`config.mk`:
```
export PLATFORM = sky130hd
export DESIGN_NAME = keypad_entry
export DESIGN_NICKNAME = d
export VERILOG_FILES = /design/src/rtl/keypad_entry_pkg.sv /design/src/rtl/bcd4_to_bin.sv /design/src/rtl/keypad_entry.sv
export SDC_FILE = /design/constraint.sdc
export NUM_CORES = 1
export LEC_CHECK = 0
export CORE_MARGIN = 2
export CORE_UTILIZATION = 35
export CTS_BUF_LIST = sky130_fd_sc_hd__clkbuf_4 sky130_fd_sc_hd__clkbuf_8
export DETAILED_ROUTE_END_ITERATION = 8
export PLACE_DENSITY = 0.75
export SYNTH_ARGS = -nofsm -noshare
export SYNTH_HDL_FRONTEND = slang
export SYNTH_HIERARCHICAL = 1
export SYNTH_SLANG_ARGS = --single-unit
```
`constraint.sdc`:
```
create_clock -name clk -period 1.7 [get_ports clk]
set_input_delay 0.255 -clock clk [delete_from_list [all_inputs] [get_ports clk]]
set_output_delay 0.255 -clock clk [all_outputs]
set_load 0.02 [all_outputs]
```
`src/rtl/keypad_entry_pkg.sv`:
```
// Shared key-code constants, commit-cause encodings and FSM state type for keypad_entry.
package keypad_entry_pkg;

    localparam logic [3:0] KEY_0    = 4'd0;
    localparam logic [3:0] KEY_1    = 4'd1;
    localparam logic [3:0] KEY_2    = 4'd2;
    localparam logic [3:0] KEY_3    = 4'd3;
    localparam logic [3:0] KEY_4    = 4'd4;
    localparam logic [3:0] KEY_5    = 4'd5;
    localparam logic [3:0] KEY_6    = 4'd6;
    localparam logic [3:0] KEY_7    = 4'd7;
    localparam logic [3:0] KEY_8    = 4'd8;
    localparam logic [3:0] KEY_9    = 4'd9;
    localparam logic [3:0] KEY_A    = 4'd10;
    localparam logic [3:0] KEY_B    = 4'd11;
    localparam logic [3:0] KEY_C    = 4'd12;
    localparam logic [3:0] KEY_D    = 4'd13;
    localparam logic [3:0] KEY_HASH = 4'd14;
    localparam logic [3:0] KEY_STAR = 4'd15;

    localparam logic [2:0] OP_A     = 3'd0;
    localparam logic [2:0] OP_B     = 3'd1;
    localparam logic [2:0] OP_C     = 3'd2;
    localparam logic [2:0] OP_D     = 3'd3;
    localparam logic [2:0] OP_ENTER = 3'd4;

    typedef enum logic [1:0] {
        IDLE  = 2'd0,
        ENTRY = 2'd1,
        HOLD  = 2'd2
    } state_e;

    // Only meaningful for the commit keys A-D and '#'.
    function automatic logic [2:0] key_to_op(input logic [3:0] k);
        logic [2:0] op;
        op = OP_A;
        case (k)
            KEY_A:    op = OP_A;
            KEY_B:    op = OP_B;
            KEY_C:    op = OP_C;
            KEY_D:    op = OP_D;
            KEY_HASH: op = OP_ENTER;
            default:  op = OP_A;
        endcase
        return op;
    endfunction

endpackage

```
`src/rtl/bcd4_to_bin.sv`:
```
// Combinational 4-digit BCD to 14-bit binary converter (max 9999).
// Only compiled when KEYPAD_ENTRY_BIN_EN is defined.
`ifdef KEYPAD_ENTRY_BIN_EN
module bcd4_to_bin (
    input  logic [15:0] bcd_i,
    output logic [13:0] bin_o
);

    logic [13:0] d3, d2, d1, d0;

    assign d3 = 14'(bcd_i[15:12]);
    assign d2 = 14'(bcd_i[11:8]);
    assign d1 = 14'(bcd_i[7:4]);
    assign d0 = 14'(bcd_i[3:0]);

    // 9999 fits in 14 bits, so no intermediate product can overflow.
    assign bin_o = d3 * 14'd1000 + d2 * 14'd100 + d1 * 14'd10 + d0;

endmodule
`endif

```
`src/rtl/keypad_entry.sv`:
```
// Keypad operand entry: collects up to MAX_DIGITS BCD digits, commits on A-D/'#', holds until accepted.
// Define KEYPAD_ENTRY_BIN_EN to drive out_bin with the binary value of out_bcd (otherwise tied to 0).
module keypad_entry
    import keypad_entry_pkg::*;
#(
    parameter int MAX_DIGITS = 4
) (
    input  logic        clk,
    input  logic        rst,
    input  logic [3:0]  key_code,
    input  logic        key_valid,
    output logic        out_valid,
    input  logic        out_ready,
    output logic [15:0] out_bcd,
    output logic [2:0]  out_op,
    output logic [13:0] out_bin,
    output logic [15:0] entry_bcd,
    output logic [2:0]  digit_count,
    output logic        key_dropped
);

    localparam logic [2:0] MAXC = 3'(MAX_DIGITS);

    state_e      state_q, state_d;
    logic [15:0] entry_q, entry_d;
    logic [2:0]  count_q, count_d;
    logic [15:0] obcd_q, obcd_d;
    logic [2:0]  op_q, op_d;
    logic        drop_q, drop_d;
    logic        is_digit;

    assign is_digit = (key_code <= KEY_9);

    always_ff @(posedge clk or posedge rst) begin
        if (rst) begin
            state_q <= IDLE;
            entry_q <= '0;
            count_q <= '0;
            obcd_q  <= '0;
            op_q    <= '0;
            drop_q  <= 1'b0;
        end else begin
            state_q <= state_d;
            entry_q <= entry_d;
            count_q <= count_d;
            obcd_q  <= obcd_d;
            op_q    <= op_d;
            drop_q  <= drop_d;
        end
    end

    always_comb begin
        state_d = state_q;
        entry_d = entry_q;
        count_d = count_q;
        obcd_d  = obcd_q;
        op_d    = op_q;
        drop_d  = 1'b0;
        case (state_q)
            HOLD: begin
                // Every strobe seen while holding is lost, even on the accept cycle.
                if (key_valid) drop_d = 1'b1;
                if (out_ready) state_d = IDLE;
            end
            default: begin
                if (key_valid) begin
                    if (is_digit) begin
                        if (count_q < MAXC) begin
                            entry_d = {entry_q[11:0], key_code};
                            count_d = count_q + 3'd1;
                            state_d = ENTRY;
                        end else begin
                            drop_d = 1'b1;
                        end
                    end else if (key_code == KEY_STAR) begin
                        entry_d = '0;
                        count_d = '0;
                        state_d = IDLE;
                    end else begin
                        obcd_d  = entry_q;
                        op_d    = key_to_op(key_code);
                        entry_d = '0;
                        count_d = '0;
                        state_d = HOLD;
                    end
                end
            end
        endcase
    end

    assign out_valid   = (state_q == HOLD);
    assign out_bcd     = obcd_q;
    assign out_op      = op_q;
    assign entry_bcd   = entry_q;
    assign digit_count = count_q;
    assign key_dropped = drop_q;

`ifdef KEYPAD_ENTRY_BIN_EN
    bcd4_to_bin u_bin (
        .bcd_i (obcd_q),
        .bin_o (out_bin)
    );
`else
    assign out_bin = '0;
`endif

endmodule

```
# ---- After elaboration in Yosys (flattened, before gate mapping)
# Cells that the tools add are included.
dict set report op_classes {
  n_lt_le_gt_ge 2
  multipliers 0
  shifts 0
  n_eq_ne 9
  reduce_logical 4
  bitwise_logic 3
  n_mux 16
  addsub 1
  n_div 0
}
# op n
set op_table {}
lappend op_table {{2-to-1 mux 16 bit} 2}
lappend op_table {{equality test 4 bit, second input constant} 5}
lappend op_table {{2-to-1 mux 2 bit} 6}
lappend op_table {{case mux 3 bit (4 select lines)} 1}
lappend op_table {{2-to-1 mux 3 bit} 2}
lappend op_table {{AND reduction 3 bit} 2}
lappend op_table {{2-to-1 mux 1 bit} 5}
lappend op_table {{less-or-equal comparator 4 bit, second input constant} 1}
lappend op_table {{inequality test 2 x 1 -> 1 bit, second input constant} 2}
lappend op_table {{AND reduction 4 bit} 1}
lappend op_table {{adder 3 x 1 -> 3 bit, second input constant} 1}
lappend op_table {{less-than comparator 3 bit, second input constant} 1}
lappend op_table {{inequality test 3 x 2 -> 1 bit, second input constant} 1}
lappend op_table {{inverter 1 bit} 3}
lappend op_table {{equality test 2 bit, second input constant} 1}
lappend op_table {{nonzero test 2 bit} 1}
dict set report word_totals {
  mem_bits_ro 0
  mem_bits_rw 0
  latch_bits 0
  register_bits 41
  word_cells 41
  out_inout_bits 54
  n_memories 0
}

# ---- Depth between registers and ports, before layout
dict set report depth {
  word_depth 5
  mapped_depth 6
}

# ---- Worst setup path after synthesis
# Ideal clock, no wire load.
dict set report synth_timing {
  kind {register to register}
  start {register state_q[1]}
  end {register entry_q[13] (netlist: entry_bcd[13])}
  stages_incl_launch_ff 7
  synth_period_minus_slack_ns 1.426
  path_buffers 2
  slack_ns 0.274
  t_required_ns 1.634
  t_arrival_ns 1.360
  setup_ns 0.066
  path_cell_list {dfrtp_1 -> nand2b_1 -> buf_6 -> inv_2 -> nor4b_4 -> buf_6 -> a22o_1}
}
dict set report synth_between {
  elab_chain_cells 3
}
# item line
set synth_lines {}
lappend synth_lines {{start, declared} keypad_entry.sv:24} ;# state_e state_q, state_d;
lappend synth_lines {{start signal, assigned} keypad_entry.sv:43} ;# state_q <= state_d;
lappend synth_lines {{equality test 2 bit} n/a}
lappend synth_lines {{named net out_valid} keypad_entry.sv:12} ;# output logic out_valid,
lappend synth_lines {{inverter 1 bit (no line)} n/a}
lappend synth_lines {{AND reduction 3 bit (no line)} n/a}
lappend synth_lines {{end signal, assigned} keypad_entry.sv:44} ;# entry_q <= entry_d;
lappend synth_lines {{end, declared} keypad_entry.sv:25} ;# logic [15:0] entry_q, entry_d;
# The timed path passes the listed nets, and every way through them passes these cells.
# A chain may end at the register's enable or synchronous reset.

# ---- Worst setup path after layout
dict set report layout_timing {
  start {register count_q[2] (netlist: digit_count[2])}
  end {output digit_count[2]}
}
# item line
set layout_lines {}
lappend layout_lines {{start, declared} keypad_entry.sv:26} ;# logic [2:0] count_q, count_d;
lappend layout_lines {{start signal, assigned} keypad_entry.sv:45} ;# count_q <= count_d;
lappend layout_lines {{end, declared} keypad_entry.sv:18} ;# output logic [2:0] digit_count,
# No word-level cell between the ends.

==> results.tsv <==
metric	value	unit
status	finished, final reports clean	
cpPeakStageDelay	0.64	ns
gp_congestion	0.898	
synth-simple-area-share	0.0608	
power_frac_clock	0.164	
synthCells	133	
start_util	0.361	
p_leak	1.23	nW
path_class	reg -> out	
area_delta_synth_final	41.4	%
ir_worst_vdd	0.664	mV
pwr-share-comb	0.471	
p_switching	1.64	mW
endpoint_kind	primary output	
max_freq	617	MHz
synth_top_family_by_area	multiplexers	
synth_compound_area_frac	0.135	
yosys.area.top_type	dfrtp_1	
firstDrtPassIters	4	
cts_tree	yes	
start_kind	flop	
r2r_slack	0.24	ns
clk_latency	0.29	ns
seq_area_frac_synth	0.560	
wl_per_cell	14.4	um
synthMuxAreaShare	0.137	
cp.required	1.44	ns
syn_area	1830	sq um
boundaryPins	62	
die_w	76.3	um
drc	0	
fin_util	0.510	
min_period	1.62	ns
dieArea	5830	sq um
track_usage	0.149	
via_per_inst	4.62	
grt_pass1_wl	6760	um
grt_max_degree	42	
p_seq_frac	0.365	
cts_inserted_buffers	5	
intPower	2.94	mW
rsz0062_at_grt	no	
dp_hpwl	2810	um
finalSetupViolCount	0	
vias	1251	
seqCellArea	1030	sq um
drv_cap	0	
fill_cells	468	
crit_fanout	5	
clk_pin_slew_worst_paths	0.08	ns
arrival	1.37	ns
drt_wl_total	3900	um
core_area	5070	sq um
drt_iter0_drc	31	
hold_violations	0	
fin_skew	0.00472	ns
power_density	1770	nW/um^2
synth_seq_cells	41	
antenna_found_initial	0	
crit_family	buffers and inverters	
final_cells	271	
syn_avg_cell_area	13.8	sq um
yosys.area_share.adder	0.00683	
multiInputGateArea	673	sq um
placed_cells	264	
synth_area_leaders	dfrtp_1 56%, mux2_4 8.2%, a22o_1 7.2%	
n_antenna_cell	0	
yosys_warnings	6	
htreeDepth	2	
swShare	0.358	
gr-total-overflow	0	
path_buf_inv	1	
yosys.area.top_type_share	0.560	
layout-drive-gt1-share	0.249	
clockBufferDepth	2	
synth-xor-area-share	0	
fin_crit_sh	0.954	
hold_path.class	in -> async	
rows	26	
dieHeight	76.3	um
drv_slew	0	
slowest_stage	clkdlybuf4s50_1	
numPortBuffers	47	
synth.distinct_cells	31	
root_buffer	clkbuf_8	
ant_nets	0	
clkSinkCount	41	
fin_nets	210	
grt_pass1_vias	1332	
cp_cell_sequence	clkdlybuf4s50_1	
## metal layers
layer / GRT usage / wire length [um] / vias up
met5: 0 / 0 / -
met4: 0.0764 / 106 / 0
met3: 0.0391 / 198 / 10
met2: 0.236 / 1850 / 49
met1: 0.187 / 1750 / 598
li1: - / - / 594
## layout by cell type, fill, tap and decap left out, drive strengths merged, types with 2 or more instances in the layout
| cell | instances |
|---|---|
| a21oi | 3 |
| conb | 14 |
| buf | 21 |
| mux2 | 18 |
| clkinv | 2 |
| clkbuf | 5 |
| dfrtp | 41 |
| clkdlybuf4s50 | 46 |
| nand2 | 2 |
| and2 | 4 |
| inv | 5 |
| a31oi | 2 |
| nand3 | 2 |
| a32o | 3 |
| a22o | 15 |
| nor2 | 3 |
## registers in the layout (all words and copies together) (netlist names)
signal,flops
key_dropped,1
digit_count,3
out_bcd,16
state_q,2
out_op,3
entry_bcd,16
## cell type report
cell class	instances	area share
Tap cell	70	0.0338
Multi-Input combinational cell	79	0.260
Inverter	6	0.00870
Clock inverter	2	0.0135
Sequential cell	41	0.396
Clock buffer	5	0.0266
Timing Repair Buffer	68	0.261
## stage by stage
stage	hold WS [ns]	power (mW)	instance area, sq um	TNS [ns]	setup slack [ns]
after floorplan	0.361	2.83	1880	0	0.274
after global placement	0.490	3.82	2490	-2.56	-0.110
after detailed placement	0.497	3.87	2490	-3.99	-0.160
final	0.291	4.57	2590	0	0.0781
after global routing	0.331	4.85	2590	0	0.0108
after CTS	0.298	4.63	2590	0	0.0611
## power groups by stage
stage | logic (mW) | registers (mW) | clock network, mW
2_1_floorplan | 0.759 | 2.07 | 0
3_3_place_gp | 2.13 | 1.68 | 0
3_5_place_dp | 2.17 | 1.69 | 0
4_1_cts | 2.18 | 1.68 | 0.773
5_1_grt | 2.29 | 1.75 | 0.806
6_report | 2.16 | 1.67 | 0.749
## cells in the mapped netlist (all sizes together)
cell type and number:
conb 1, mux2 18, mux2i 1, o32ai 1
inv 6, a211oi 1, dfrtp 41, nand4 1
a21oi 3, nand2 2, ha 1, nor4b 1
o21ai 1, o211ai 1, nand2b 1, o31ai 1
nand3 2, clkbuf 1, a31oi 2, a221oi 1
a22o 15, o21a 1, nor4 1, and2 4
nor2 3, a32o 3, buf 19
## what timing repair did
item                       CTS  global route
setup buffers                0             0
gates resized for setup      1             0
hold buffers                 0             0
setup endpoints to repair    1             0
## final timing paths
path / from / to / cells after the start
worst max-delay path: digit_count[2]$_DFFE_PP0P_ / digit_count[2] / 1
worst min-delay path: rst / out_bcd[6]$_DFFE_PP0P_ / 3
worst max register to register: state_q[0]$_DFFE_PP0P_ / out_bcd[13]$_DFFE_PP0P_ / 5
worst min register to register: out_bcd[11]$_DFFE_PP0P_ / out_bcd[11]$_DFFE_PP0P_ / 1
max in group asynchronous: rst / out_op[0]$_DFFE_PP0P_ / 3
min in group clk: out_bcd[11]$_DFFE_PP0P_ / out_bcd[11]$_DFFE_PP0P_ / 1
## kinds of logic after synthesis
kind of cell             after synthesis
multiplexers                          19
flip-flops                            41
AND/OR/NAND/NOR                       15
adder cells (fa/ha/maj)                1
AO/OA/AOI/OAI                         30
buffers and inverters                 26
other                                  1
(Power assumes the default switching activity.)
